[src/rtl/truth_table_sweeper_pkg.sv]
// Shared constants and helpers for the truth-table sweeper.
package truth_table_sweeper_pkg;

  localparam int unsigned MAX_VARS = 3;
  localparam int unsigned TT_W     = 8;
  localparam int unsigned IDX_W    = MAX_VARS;
  localparam int unsigned CNT_W    = 4;
  localparam int unsigned ST_W     = 3;

  localparam logic [ST_W-1:0] ST_IDLE   = 3'd0;
  localparam logic [ST_W-1:0] ST_DRIVE  = 3'd1;
  localparam logic [ST_W-1:0] ST_WAIT   = 3'd2;
  localparam logic [ST_W-1:0] ST_SAMPLE = 3'd3;
  localparam logic [ST_W-1:0] ST_EMIT   = 3'd4;
  localparam logic [ST_W-1:0] ST_FIN    = 3'd5;

  // A variable count of 0 behaves like 1.
  function automatic logic [1:0] norm_vars(input logic [1:0] n);
    return (n == 2'd0) ? 2'd1 : n;
  endfunction

endpackage

[src/rtl/truth_table_sweeper_sweep_index_counter.sv]
// Sweep index register, terminal-count compare and index-to-vector mapping.
module sweep_index_counter
  import truth_table_sweeper_pkg::*;
(
  input  logic             clk,
  input  logic             rst_n,
  input  logic             load,
  input  logic             clr,
  input  logic             inc,
  input  logic [1:0]       n_vars,
  output logic [IDX_W-1:0] idx,
  output logic [IDX_W-1:0] idx_next_c,
  output logic             last_c,
  output logic [2:0]       vec_c
);

  logic [1:0] n_cur;
  logic [1:0] n_next;

  // Next index/variable count; vec_c maps the index that will be current next cycle.
  always_comb begin
    n_next     = load ? norm_vars(n_vars) : n_cur;
    idx_next_c = idx;
    if (load || clr) begin
      idx_next_c = '0;
    end else if (inc) begin
      idx_next_c = idx + IDX_W'(1);
    end
    case (n_cur)
      2'd3:    last_c = (idx == IDX_W'(7));
      2'd2:    last_c = (idx == IDX_W'(3));
      default: last_c = (idx == IDX_W'(1));
    endcase
    case (n_next)
      2'd3:    vec_c = idx_next_c;
      2'd2:    vec_c = {idx_next_c[1:0], 1'b0};
      default: vec_c = {idx_next_c[0], 2'b00};
    endcase
  end

  // Index and latched variable count.
  always_ff @(posedge clk or negedge rst_n) begin
    if (!rst_n) begin
      idx   <= '0;
      n_cur <= 2'd1;
    end else begin
      idx   <= idx_next_c;
      n_cur <= n_next;
    end
  end

endmodule

[src/rtl/truth_table_sweeper.sv]
// Sweeps every input vector of a 1..3 variable function, captures its truth
// table, then streams each index out as a minterm or maxterm.
module truth_table_sweeper
  import truth_table_sweeper_pkg::*;
#(
  parameter int unsigned SETTLE = 1
) (
  input  logic             clk,
  input  logic             rst_n,
  input  logic             start,
  input  logic [1:0]       n_vars,
  output logic             x,
  output logic             y,
  output logic             z,
  input  logic             dut_s,
  output logic             busy,
  output logic             done,
  output logic [TT_W-1:0]  tt,
  output logic [CNT_W-1:0] min_count,
  output logic             term_valid,
  input  logic             term_ready,
  output logic [IDX_W-1:0] term_idx,
  output logic             term_is_min
);

  localparam logic [CNT_W-1:0] SETTLE_M1 = CNT_W'(SETTLE - 1);

  logic [ST_W-1:0]  state, state_d;
  logic [TT_W-1:0]  tt_d;
  logic [CNT_W-1:0] min_count_d;
  logic [CNT_W-1:0] wcnt, wcnt_d;
  logic [2:0]       vec_q, vec_d;
  logic             busy_d, done_d, term_valid_d, term_is_min_d;
  logic [IDX_W-1:0] term_idx_d;
  logic             load, clr, inc;
  logic [IDX_W-1:0] idx, idx_next_c;
  logic             last_c;
  logic [2:0]       vec_c;

  sweep_index_counter u_idx (
    .clk        (clk),
    .rst_n      (rst_n),
    .load       (load),
    .clr        (clr),
    .inc        (inc),
    .n_vars     (n_vars),
    .idx        (idx),
    .idx_next_c (idx_next_c),
    .last_c     (last_c),
    .vec_c      (vec_c)
  );

  // Next-state and next-output logic; every output is computed for the next state.
  always_comb begin
    state_d     = state;
    tt_d        = tt;
    min_count_d = min_count;
    wcnt_d      = wcnt;
    load        = 1'b0;
    clr         = 1'b0;
    inc         = 1'b0;
    case (state)
      ST_IDLE: begin
        if (start) begin
          load        = 1'b1;
          tt_d        = '0;
          min_count_d = '0;
          state_d     = ST_DRIVE;
        end
      end
      ST_DRIVE: begin
        wcnt_d  = CNT_W'(1);
        state_d = (SETTLE <= 1) ? ST_SAMPLE : ST_WAIT;
      end
      ST_WAIT: begin
        if (wcnt >= SETTLE_M1) begin
          state_d = ST_SAMPLE;
        end else begin
          wcnt_d = wcnt + CNT_W'(1);
        end
      end
      ST_SAMPLE: begin
        tt_d[idx]   = dut_s;
        min_count_d = min_count + CNT_W'(dut_s);
        if (last_c) begin
          clr     = 1'b1;
          state_d = ST_EMIT;
        end else begin
          inc     = 1'b1;
          state_d = ST_DRIVE;
        end
      end
      ST_EMIT: begin
        if (term_ready) begin
          if (last_c) begin
            state_d = ST_FIN;
          end else begin
            inc = 1'b1;
          end
        end
      end
      ST_FIN:  state_d = ST_IDLE;
      default: state_d = ST_IDLE;
    endcase

    vec_d         = (state_d inside {ST_DRIVE, ST_WAIT, ST_SAMPLE}) ? vec_c : 3'b000;
    busy_d        = state_d inside {ST_DRIVE, ST_WAIT, ST_SAMPLE, ST_EMIT};
    done_d        = (state_d == ST_FIN);
    term_valid_d  = (state_d == ST_EMIT);
    term_idx_d    = term_valid_d ? idx_next_c : '0;
    term_is_min_d = term_valid_d & tt_d[idx_next_c];
  end

  // State and output registers.
  always_ff @(posedge clk or negedge rst_n) begin
    if (!rst_n) begin
      state       <= ST_IDLE;
      tt          <= '0;
      min_count   <= '0;
      wcnt        <= '0;
      vec_q       <= '0;
      busy        <= 1'b0;
      done        <= 1'b0;
      term_valid  <= 1'b0;
      term_idx    <= '0;
      term_is_min <= 1'b0;
    end else begin
      state       <= state_d;
      tt          <= tt_d;
      min_count   <= min_count_d;
      wcnt        <= wcnt_d;
      vec_q       <= vec_d;
      busy        <= busy_d;
      done        <= done_d;
      term_valid  <= term_valid_d;
      term_idx    <= term_idx_d;
      term_is_min <= term_is_min_d;
    end
  end

  assign {x, y, z} = vec_q;

endmodule

[config.mk]
export PLATFORM = sky130hd
export DESIGN_NAME = truth_table_sweeper
export DESIGN_NICKNAME = d
export VERILOG_FILES = /design/src/rtl/truth_table_sweeper_pkg.sv /design/src/rtl/truth_table_sweeper_sweep_index_counter.sv /design/src/rtl/truth_table_sweeper.sv
export SDC_FILE = /design/constraint.sdc
export NUM_CORES = 1
export LEC_CHECK = 0
export CORE_MARGIN = 2
export CORE_UTILIZATION = 54
export CTS_BUF_LIST = sky130_fd_sc_hd__clkbuf_8
export DETAILED_ROUTE_END_ITERATION = 7
export PLACE_DENSITY = 0.82
export SLEW_MARGIN = 10
export SYNTH_ARGS = -nofsm -noshare
export SYNTH_HDL_FRONTEND = slang
export SYNTH_SLANG_ARGS = --single-unit
export TNS_END_PERCENT = 1
[constraint.sdc]
create_clock -name clk -period 2.95 [get_ports clk]
set_input_delay 0.885 -clock clk [delete_from_list [all_inputs] [get_ports clk]]
set_output_delay 0.885 -clock clk [all_outputs]
set_load 0.005 [all_outputs]
# After elaboration in Yosys (flattened, before gate mapping)
# Index checks and enable logic that the tools add are counted.
[totals]
register_bits = 34
inputBits = 7
out_inout_bits = 22
elab_cells = 80
[classes]
addsub = 3
magnitude_cmp = 4
n_eq_ne = 18
muxes = 32
bitwise_logic = 1
n_reduce_logical = 10
[op_table]
columns = ["op", "count"]
rows = [
  ["$mux 3", 9],
  ["$pmux 4 s2", 2],
  ["$pmux 8 s2", 1],
  ["$eq 3x2->1 const B", 5],
  ["$pmux 3 s5", 1],
  ["$eq 3x3->1 const B", 4],
  ["$eq 3x1->1 const B", 3],
  ["$bwmux 8", 1],
  ["$eq 2x2->1 const B", 4],
  ["$lt 3x4->1 const B", 2],
  ["$mux 1", 8],
  ["$mux 4", 2],
  ["$mux 8", 1],
  ["$pmux 3 s2", 1],
  ["$add 4x1->4", 1],
  ["$add 4x1->4 const B", 1],
  ["$ge 4x1->1 const B", 1],
  ["$mux 2", 2],
  ["$ne 2x2->1 const B", 2],
  ["$pmux 1 s2", 2],
  ["$reduce_and 2->1", 2],
  ["$reduce_bool 2->1", 2],
  ["$reduce_bool 4->1", 1],
  ["$add 3x1->3 const B", 1],
  ["other kinds (9)", 9],
]

# Longest topological paths before layout
# Gate-level depths: netlist of the first run.
[logic_depth]
depth_word = 10
depth_mapped = 9
depth_no_buf = 8

# Modules after synthesis
# A second synthesis of the first run with hierarchy kept.
[hier_totals]
cells_unflattened = 152
area_unflattened_um2 = 1592.8
[by_module_without_submodules]
columns = ["mod", "n_inst", "cells_each", "area_per_inst_um2", "seq_area_each_um2"]
rows = [
  ["truth_table_sweeper", 1, 123, 1270.0, 625.6],
  ["sweep_index_counter", 1, 29, 322.8, 126.4],
]

# Worst setup path after synthesis of the first run
# No wires, ideal clock.
[synth_path]
path_type = "input to register"
from = "in term_ready"
to = "reg term_is_min"
setup_ns = 0.080
arrival_ns = 2.252
required_time_ns = 2.870
setup_slack_ns = 0.618
cell_stages = 7
path_buffers = 0
cell_sequence = "and4bb_2 > a21o_1 > a211o_4 > clkinv_4 > mux2i_1 > or4_4 > o211ai_2"
[synth_via]
elab_chain_cells = 7
elab_cells_between_ends = 10
classes_between = "eq/ne: 1; mux: 8; bitwise: 1"
[synth_rtl]
columns = ["item", "line_no", "rtl"]
rows = [
  ["start, declared", "truth_table_sweeper.sv:21", "input logic term_ready,"],
  ["$mux 1", "truth_table_sweeper.sv:94", "if (term_ready) begin"],
  ["$pmux 1 s2", "truth_table_sweeper.sv:62", "case (state)"],
  ["$mux 3", "truth_table_sweeper_sweep_index_counter.sv:26", "end else if (inc) begin"],
  ["$mux 3", "truth_table_sweeper_sweep_index_counter.sv:24", "if (load || clr) begin"],
  ["via idx_next_c[0]", "truth_table_sweeper.sv:36", "logic [IDX_W-1:0] idx, idx_next_c;"],
  ["$bmux 1 s3", "truth_table_sweeper.sv:111", "term_is_min_d = term_valid_d & tt_d[idx_next_c];"],
  ["$mux 1 (not written as such)", "truth_table_sweeper.sv:111", ""],
  ["$and 1x1->1", "truth_table_sweeper.sv:111", ""],
  ["via term_is_min_d", "truth_table_sweeper.sv:33", "logic busy_d, done_d, term_valid_d, term_is_min_d;"],
  ["end signal, assigned", "truth_table_sweeper.sv:137", "term_is_min <= term_is_min_d;"],
  ["end, declared", "truth_table_sweeper.sv:23", "output logic term_is_min"],
]
# The timed path passes the listed nets, and every way through them passes these cells. The select of a mux whose other input is x is not followed.
# A chain may end at the register's enable or synchronous reset.

# Worst setup path in the final report of the first run
# Same ends and word-level chain as after synthesis.

==> parameters.txt, run 1 <==
Parameter                              Value

Status
  Outcome    completed

Floorplan
  Core area    ~2800 um2
  Initial core utilization    0.572
  Die X-Extent    approximately 58 um
  IO Count    29
  Total die area    around 3400 um2
  Number of placement rows    19
  Die extent in y    between 50 and 60 um

Synth
  Synth unique cells    between 40 and 50
  Synthesized netlist net count    158
  Number of synthesized register bits    30
  Synthesized area per cell    10.7 um2
  Post-synthesis cell area    1580 um2
  Total number of yosys warnings    0
  Sequential element share of the synthesized area    0.477
  Number of instances in the synthesized netlist    148
  Predominant post-synthesis flop cell    dfrtp_1
  EDFF count, synth    0
  Asr flop ratio synth    1.00

CTS
  CTS tree    built
  Number of clock sinks    30
  Setup Buffers After CTS    0
  Cells resized by post-CTS repair    0
  Clock edge transition at the registers on the reported setup and hold paths    roughly 60 ps
  Source-to-sink clock delay at the later pin of the worst-skew pair    280 ps
  CTS buffer count    5
  Root buf cell    clkbuf_8
  CTS Hold Buffers Added    0
  Maximum clock insertion buffer count    2
  H-tree level count    2

STA
  Worst-case clock skew    4.78 ps
  Relative slew slack    0.681
  Min Hold Slack    ~530 ps
  Pins over their slew limit    0
  Final number of hold-violating endpoints    0
  RSZ-0062 raised after global routing    no
  Final total negative setup slack    0 ps
  Fmax    around 380 MHz
  Share of the clock period used by the worst path    0.886
  Count of endpoints failing setup in the final report    0
  Final Worst Setup Slack    between 300 and 400 ps
  Min Clock Period, post-route    around 2600 ps
  Transition at the pin with the smallest max-transition slack    479 ps

Global routing
  Overall routing resource usage    0.242
  Vias in the first global route    roughly 1300
  Maximum number of pins on one net before global-route repair    31
  Antenna violations before repair    0
  Global route overflow    0
  First-pass GRT wire length    5.95 mm

Flow run
  Max_cap viols    0

Critical path
  Capturing element type of the critical path    register
  Slowest cell on crit path    clkdlybuf4s50_1
  Cell-by-cell listing of the critical path    clkdlybuf4s50_1 -> and4bb_2 -> a21o_1 -> a211o_4 -> clkinv_4 -> mux2i_1 -> or4_4 -> o211ai_2
  Setup Crit Path Kind    input pin to register
  FF-to-FF setup slack    ~510 ps
  Top delay family on crit path    simple AND/OR/NAND/NOR gates
  Worst path required time    ~3200 ps
  Worst path bufs/invs    2
  Endpoint arrival time on the critical path    approximately 2800 ps
  Critical path's largest stage delay    between 400 and 500 ps
  Worst-path maximum fanout    5
  Startpoint types    input pin

Power and ir drop
  Share of power burned in the clock network    0.183
  NetSw    just under 0.9 mW
  Peak VDD IR    between 0.0007 and 0.0008 V
  Power after layout    ~2.2 mW
  Switching share of power    0.402
  Cell-internal power    approximately 1.3 mW
  Logic pwr share    0.483
  Power Density    between 1000 and 1500 nW/um2
  Cell leakage power    around 0.89 nW
  Sequential group share of total power    0.334

Detailed routing
  DRC violation count after routing    0
  Total wire length    roughly 3.6 mm
  Mean number of vias per cell    about 5.8
  Detailed router's first-iteration violation count    45
  Antenna violation net count after detailed routing    0
  First-pass iteration count of the detailed router    4
  Final routed wire length divided by cell count    approximately 17 um
  Vias    ~1200

Layout
  Most used cells in the layout excluding fill and tap cells    29 x dfrtp_1, 28 x clkdlybuf4s50_1, 17 x nand2_1, 14 x nor2_1, 9 x o21ai_0
  Layout Nets    approximately 190
  Signed area change from the synthesized netlist to the final layout    27.0%
  Share of layout cells above drive strength 1    0.164
  Fin area    about 2000 um2
  Filler-free cell count of the finished design    214
  Leading cell type in the layout, fill and taps excluded    dfrtp_1
  Util after Layout    0.727
  Number of diodes    0

Min path
  Worst min-delay path category    register to register

Placement
  Total cell area at the placement stage    approximately 1900 um2
  DP HPWL    approximately 2.7 mm
  Post-Place Cells    approximately 210
  Worst-case setup slack after placement    47.7 ps
  RD Place Congestion    between 0.9 and 1
  Count of port buffers added during placement    28
per-layer routing:
metal,up-vias,share of wire,track usage
li1,590,-,-
met3,10,0.048,0.0915
met1,603,0.43,0.287
met2,38,0.50,0.377
met5,-,0,0
met4,0,0.022,0.140
cells in the mapped netlist (3+ instances only):
cell type	count	area [um2]
nand3b_1	3	22.5
nor2_1	14	52.6
o21ai_0	9	45.0
buf_2	4	20.0
nand2_1	17	63.8
nand2b_1	4	25.0
nand3_1	4	20.0
dfrtp_1	29	726
mux2i_1	6	60.1
ha_1	3	37.5
a22o_1	6	52.6
inv_1	5	18.8
nor3_1	6	30.0
o21ai_1	4	20.0
registers in the layout (all words and copies together) (netlist names):
name	count
u_idx.idx	3
min_count	4
term_is_min	1
term_idx	3
tt	8
term_valid	1
u_idx.n_cur	2
vec_q	3
done	1
busy	1
state	3
cell type report:
type | count | area, um2
Sequential cell | 30 | 752
Timing Repair Buffer | 34 | 325
Tap cell | 31 | 38.8
Clock inverter | 3 | 40.0
Clock buffer | 5 | 68.8
Inverter | 6 | 27.5
Multi-Input combinational cell | 105 | 752
Fill cell | 211 | 753
worst register-to-register path, stage by stage, from the launching register on:
cell	delay [ps]
dfrtp_1	640
nor4b_4	340
a41oi_4	110
a21o_1	230
a211o_4	370
clkinv_4	90
mux2i_1	90
or4_4	430
o211ai_2	80
power groups by stage:
| stage | registers, mW | clock network [mW] | logic [mW] |
|---|---|---|---|
| 4_1_cts | 0.729 | 0.408 | 1.05 |
| 5_1_grt | 0.750 | 0.426 | 1.15 |
| 3_3_place_gp | 0.719 | 0 | 1.01 |
| 6_report | 0.732 | 0.400 | 1.06 |
| 3_5_place_dp | 0.735 | 0 | 1.05 |
| 2_1_floorplan | 0.635 | 0 | 0.795 |
path summary, 6_finish.rpt:
kind / from / end / depth (start not counted)
max: term_ready / term_is_min / 8
min: min_count[3] / min_count[3] / 2
max reg2reg: u_idx.idx[0] / term_is_min / 8
min reg2reg: min_count[3] / min_count[3] / 2
max in group asynchronous: rst_n / u_idx.n_cur[0] / 2
min in group asynchronous: rst_n / min_count[0] / 2
cells by family after synthesis:
family | Yosys count | synth area share
AND/OR/NAND/NOR | 60 | 0.224
AO/OA/AOI/OAI | 32 | 0.162
flip-flops | 30 | 0.477
buffers and inverters | 13 | 0.0468
multiplexers | 7 | 0.0452
XOR/XNOR | 3 | 0.0214
adder cells (fa/ha/maj) | 3 | 0.0238
Note: power is estimated with default switching activity, not from simulation.
==> inputs of run 2 (changes only) <==
- SYNTH_HIERARCHICAL: unset -> 1
==> run 2 against run 1 <==
- sequential power down 7.5%
- maximum frequency decreased by 7.8%
- total power grew 9.7%
- final area is 5.2% higher
- die area grew 0.88%
- first-iteration DRC count fell by 4.4%
==> parameters.txt, run 2 <==
Parameter                              Value

Global routing
  First-pass GRT wire length    6.53 mm (+9.9%)
  Global route overflow    0 (unchanged)
  Maximum number of pins on one net before global-route repair    31 (unchanged)
  Antenna violations before repair    0 (unchanged)
  Vias in the first global route    1393 (+6.2%)
  Overall routing resource usage    0.258 (+0.0163)

Floorplan
  Initial core utilization    0.573 (about the same)
  Total die area    3400 um2 (+0.88%)
  IO Count    29 (unchanged)
  Die extent in y    58.3 um (+0.44%)
  Die X-Extent    58.3 um (+0.44%)
  Core area    2780 um2 (+0.86%)
  Number of placement rows    19 (unchanged)

STA
  Final total negative setup slack    0 ps (unchanged)
  Final number of hold-violating endpoints    0 (unchanged)
  Min Hold Slack    510 ps (-17.3 ps)
  RSZ-0062 raised after global routing    no
  Count of endpoints failing setup in the final report    0 (unchanged)
  Relative slew slack    0.731 (+0.0504)
  Share of the clock period used by the worst path    0.961 (+0.0748)
  Fmax    353 MHz (-7.8%)
  Final Worst Setup Slack    114 ps (-221 ps)
  Worst-case clock skew    2.82 ps (-1.96 ps)
  Transition at the pin with the smallest max-transition slack    399 ps (-79.9 ps)
  Pins over their slew limit    0 (unchanged)
  Min Clock Period, post-route    2840 ps (+221 ps)

Synth
  Most frequent cell after synthesis    dfrtp_1
  Asr flop ratio synth    1.00 (unchanged)
  Cell taking the most area after synthesis    dfrtp_1
  Synthesized netlist net count    162 (+2.5%)
  EDFF count, synth    0 (unchanged)
  Synth unique cells    51 (+13%)
  Dominant cells by area after synthesis    dfrtp_1 46%, and2_1 3.5%, nand2_1 3.5%
  Synthesized area per cell    10.5 um2 (-1.7%)
  Sequential element share of the synthesized area    0.472 (-0.00449)
  Total number of yosys warnings    6 (+6)
  Predominant post-synthesis flop cell    dfrtp_1
  Share of Yosys cell area claimed by the top area cell type    0.456 (-0.00434)
  Number of synthesized register bits    30 (unchanged)
  Number of instances in the synthesized netlist    152 (+2.7%)
  Cell types with the highest counts after synthesis    29 x dfrtp_1, 15 x nand2_1, 9 x and2_1, 9 x nor2_1, 8 x o21ai_0
  Post-synthesis cell area    1590 um2 (+0.95%)

CTS
  Maximum clock insertion buffer count    2 (unchanged)
  Root buf cell    clkbuf_8
  Source-to-sink clock delay at the later pin of the worst-skew pair    280 ps (about the same)
  CTS tree    built
  CTS Hold Buffers Added    0 (unchanged)
  CTS buffer count    5 (unchanged)
  Number of clock sinks    30 (unchanged)
  Clock edge transition at the registers on the reported setup and hold paths    60 ps (about the same)
  H-tree level count    2 (unchanged)

Power and ir drop
  Peak VDD IR    0.000764 V (+7.3%)
  Cell leakage power    0.981 nW (+9.7%)
  Power after layout    2.40 mW (+9.7%)
  Power Density    1140 nW/um2 (+4.3%)

Min path
  Worst min-delay path category    register to register
  Beginning of the worst hold path    tt[2]
  Hold path depth    1 (-1)
  Worst-case hold path end point    tt[2]

Critical path
  Worst path bufs/invs    2 (unchanged)
  Slowest cell on crit path    or4b_4
  Cell-by-cell listing of the critical path    clkdlybuf4s50_1 -> or4b_4 -> clkinv_4 -> nor2_1 -> and2_2 -> xnor2_2 -> a31o_2 -> o31ai_2 -> a22oi_2 -> o21ba_1
  Startpoint types    input pin
  Crit Reg-Reg Startpoint    u_idx/n_cur[0]
  Top delay family on crit path    compound AO/OA/AOI/OAI gates
  Endpoint arrival time on the critical path    3060 ps (+240 ps)
  Capture instance of the worst register-to-register path    term_is_min
  Setup Crit Path Kind    input pin to register
  Worst path required time    3180 ps (+20 ps)
  Critical path's largest stage delay    480 ps (+50 ps)
  Worst-path maximum fanout    3 (-2)
  Worst reg-to-reg path cell count    11 (+3)
  Capturing element type of the critical path    register
  FF-to-FF setup slack    240 ps (-270 ps)

Detailed routing
  DRC violation count after routing    0 (unchanged)
  First-pass iteration count of the detailed router    4 (unchanged)
  Vias    1391 (+12%)
  Mean number of vias per cell    6.10 (+5.2%)
  Detailed router's first-iteration violation count    43 (-4.4%)
  Antenna violation net count after detailed routing    0 (unchanged)
  Final routed wire length divided by cell count    16.8 um (+0.46%)
  Total wire length    3.82 mm (+7.0%)

Layout
  Filler-free cell count of the finished design    228 (+6.5%)
  Leading cell type in the layout, fill and taps excluded    dfrtp_1
  Final-layout fill cell count    205 (-2.8%)
  Area of combinational cells with multiple inputs    806 um2 (+7.2%)
  Register area    752 um2 (unchanged)
  Signed area change from the synthesized netlist to the final layout    32.4%
  Layout Nets    206 (+7.3%)
  Most used cells in the layout excluding fill and tap cells    29 x dfrtp_1, 28 x clkdlybuf4s50_1, 16 x buf_4, 15 x nand2_1, 9 x nor2_1
  Share of layout cells above drive strength 1    0.218 (+0.0543)
  Top reg by flops    tt
  Flip-flop count of the largest register, all copies and words added    8 (unchanged)
  Top Registers    tt x8, min_count x4
  Number of diodes    0 (unchanged)

Placement
  DP HPWL    2.71 mm (+0.83%)
  Count of port buffers added during placement    28 (unchanged)
  RD Place Congestion    0.869 (-4.5%)
  Worst-case setup slack after placement    -180 ps (-227 ps)
  Post-Place Cells    220 (+6.8%)

Flow run
  Max_cap viols    0 (unchanged)

Status
  Outcome    completed
[run 2: cell types whose count changed after synthesis, moves of 3 or more]
cell,before,now
a22o_1,6,3
a31o_2,0,3
a41o_1,0,3
and2_1,1,9
buf_2,4,1
clkbuf_1,1,5
mux2i_1,6,3
nand2b_1,4,0
nor2_1,14,9
nor3_1,6,2
o21ai_1,4,0
or2_2,0,3
[run 2: kinds of logic after synthesis]
kind of cell	count (synthesis)	share of synthesized area
AO/OA/AOI/OAI	39	0.185
adder cells (fa/ha/maj)	3	0.0236
AND/OR/NAND/NOR	59	0.219
flip-flops	30	0.472
multiplexers	5	0.0377
buffers and inverters	11	0.0346
XOR/XNOR	5	0.0275
[run 2: cell type report]
| type | count | area share |
|---|---|---|
| multi-input combinational | 111 | 0.382 |
| sequential | 30 | 0.357 |
| timing repair buffer | 44 | 0.190 |
| clock buffer | 6 | 0.0392 |
| tap | 31 | 0.0184 |
| inverter | 4 | 0.00950 |
| clock inverter | 2 | 0.00415 |
[run 2: worst max-delay path by stage]
stage          cells past startpoint  slack [ps]          end  startpoint
5_1_grt                           10          10  term_is_min       start
4_1_cts                           10         110  term_is_min       start
3_5_place_dp                      10        -180  term_is_min       start
2_1_floorplan                     11          30  term_is_min       start
6_report                          10         110  term_is_min       start
3_3_place_gp                      10        -130  term_is_min       start
[run 2: what timing repair did]
item	in CTS	in global routing
hold endpoints to repair	0	0
gates resized for setup	0	4
buffers inserted	0	0
setup endpoints to repair	0	1
[run 2: per-layer routing]
layer / wire (um) / track usage / vias to the layer above
met5: 0 / 0 / -
met1: 1610 / 0.320 / 689
met4: 91 / 0.126 / 0
li1: - / - / 641
met2: 1860 / 0.414 / 48
met3: 254 / 0.0747 / 13
[run 2: through the flow]
step,area (um2),util
detailed placement,2000,0.718
global placement,2000,0.718
floorplan,1590,-
finish,2110,0.758
CTS,2090,0.751
global route,2110,0.758
[run 2: power breakdown]
group / leakage, nW / total [mW] / internal [mW] / switching [mW]
Combinational: 0.535 / 1.39 / 0.732 / 0.655
Clock: 0.0524 / 0.338 / 0.184 / 0.154
Sequential: 0.393 / 0.677 / 0.555 / 0.122
Total: 0.981 / 2.40 / 1.47 / 0.930
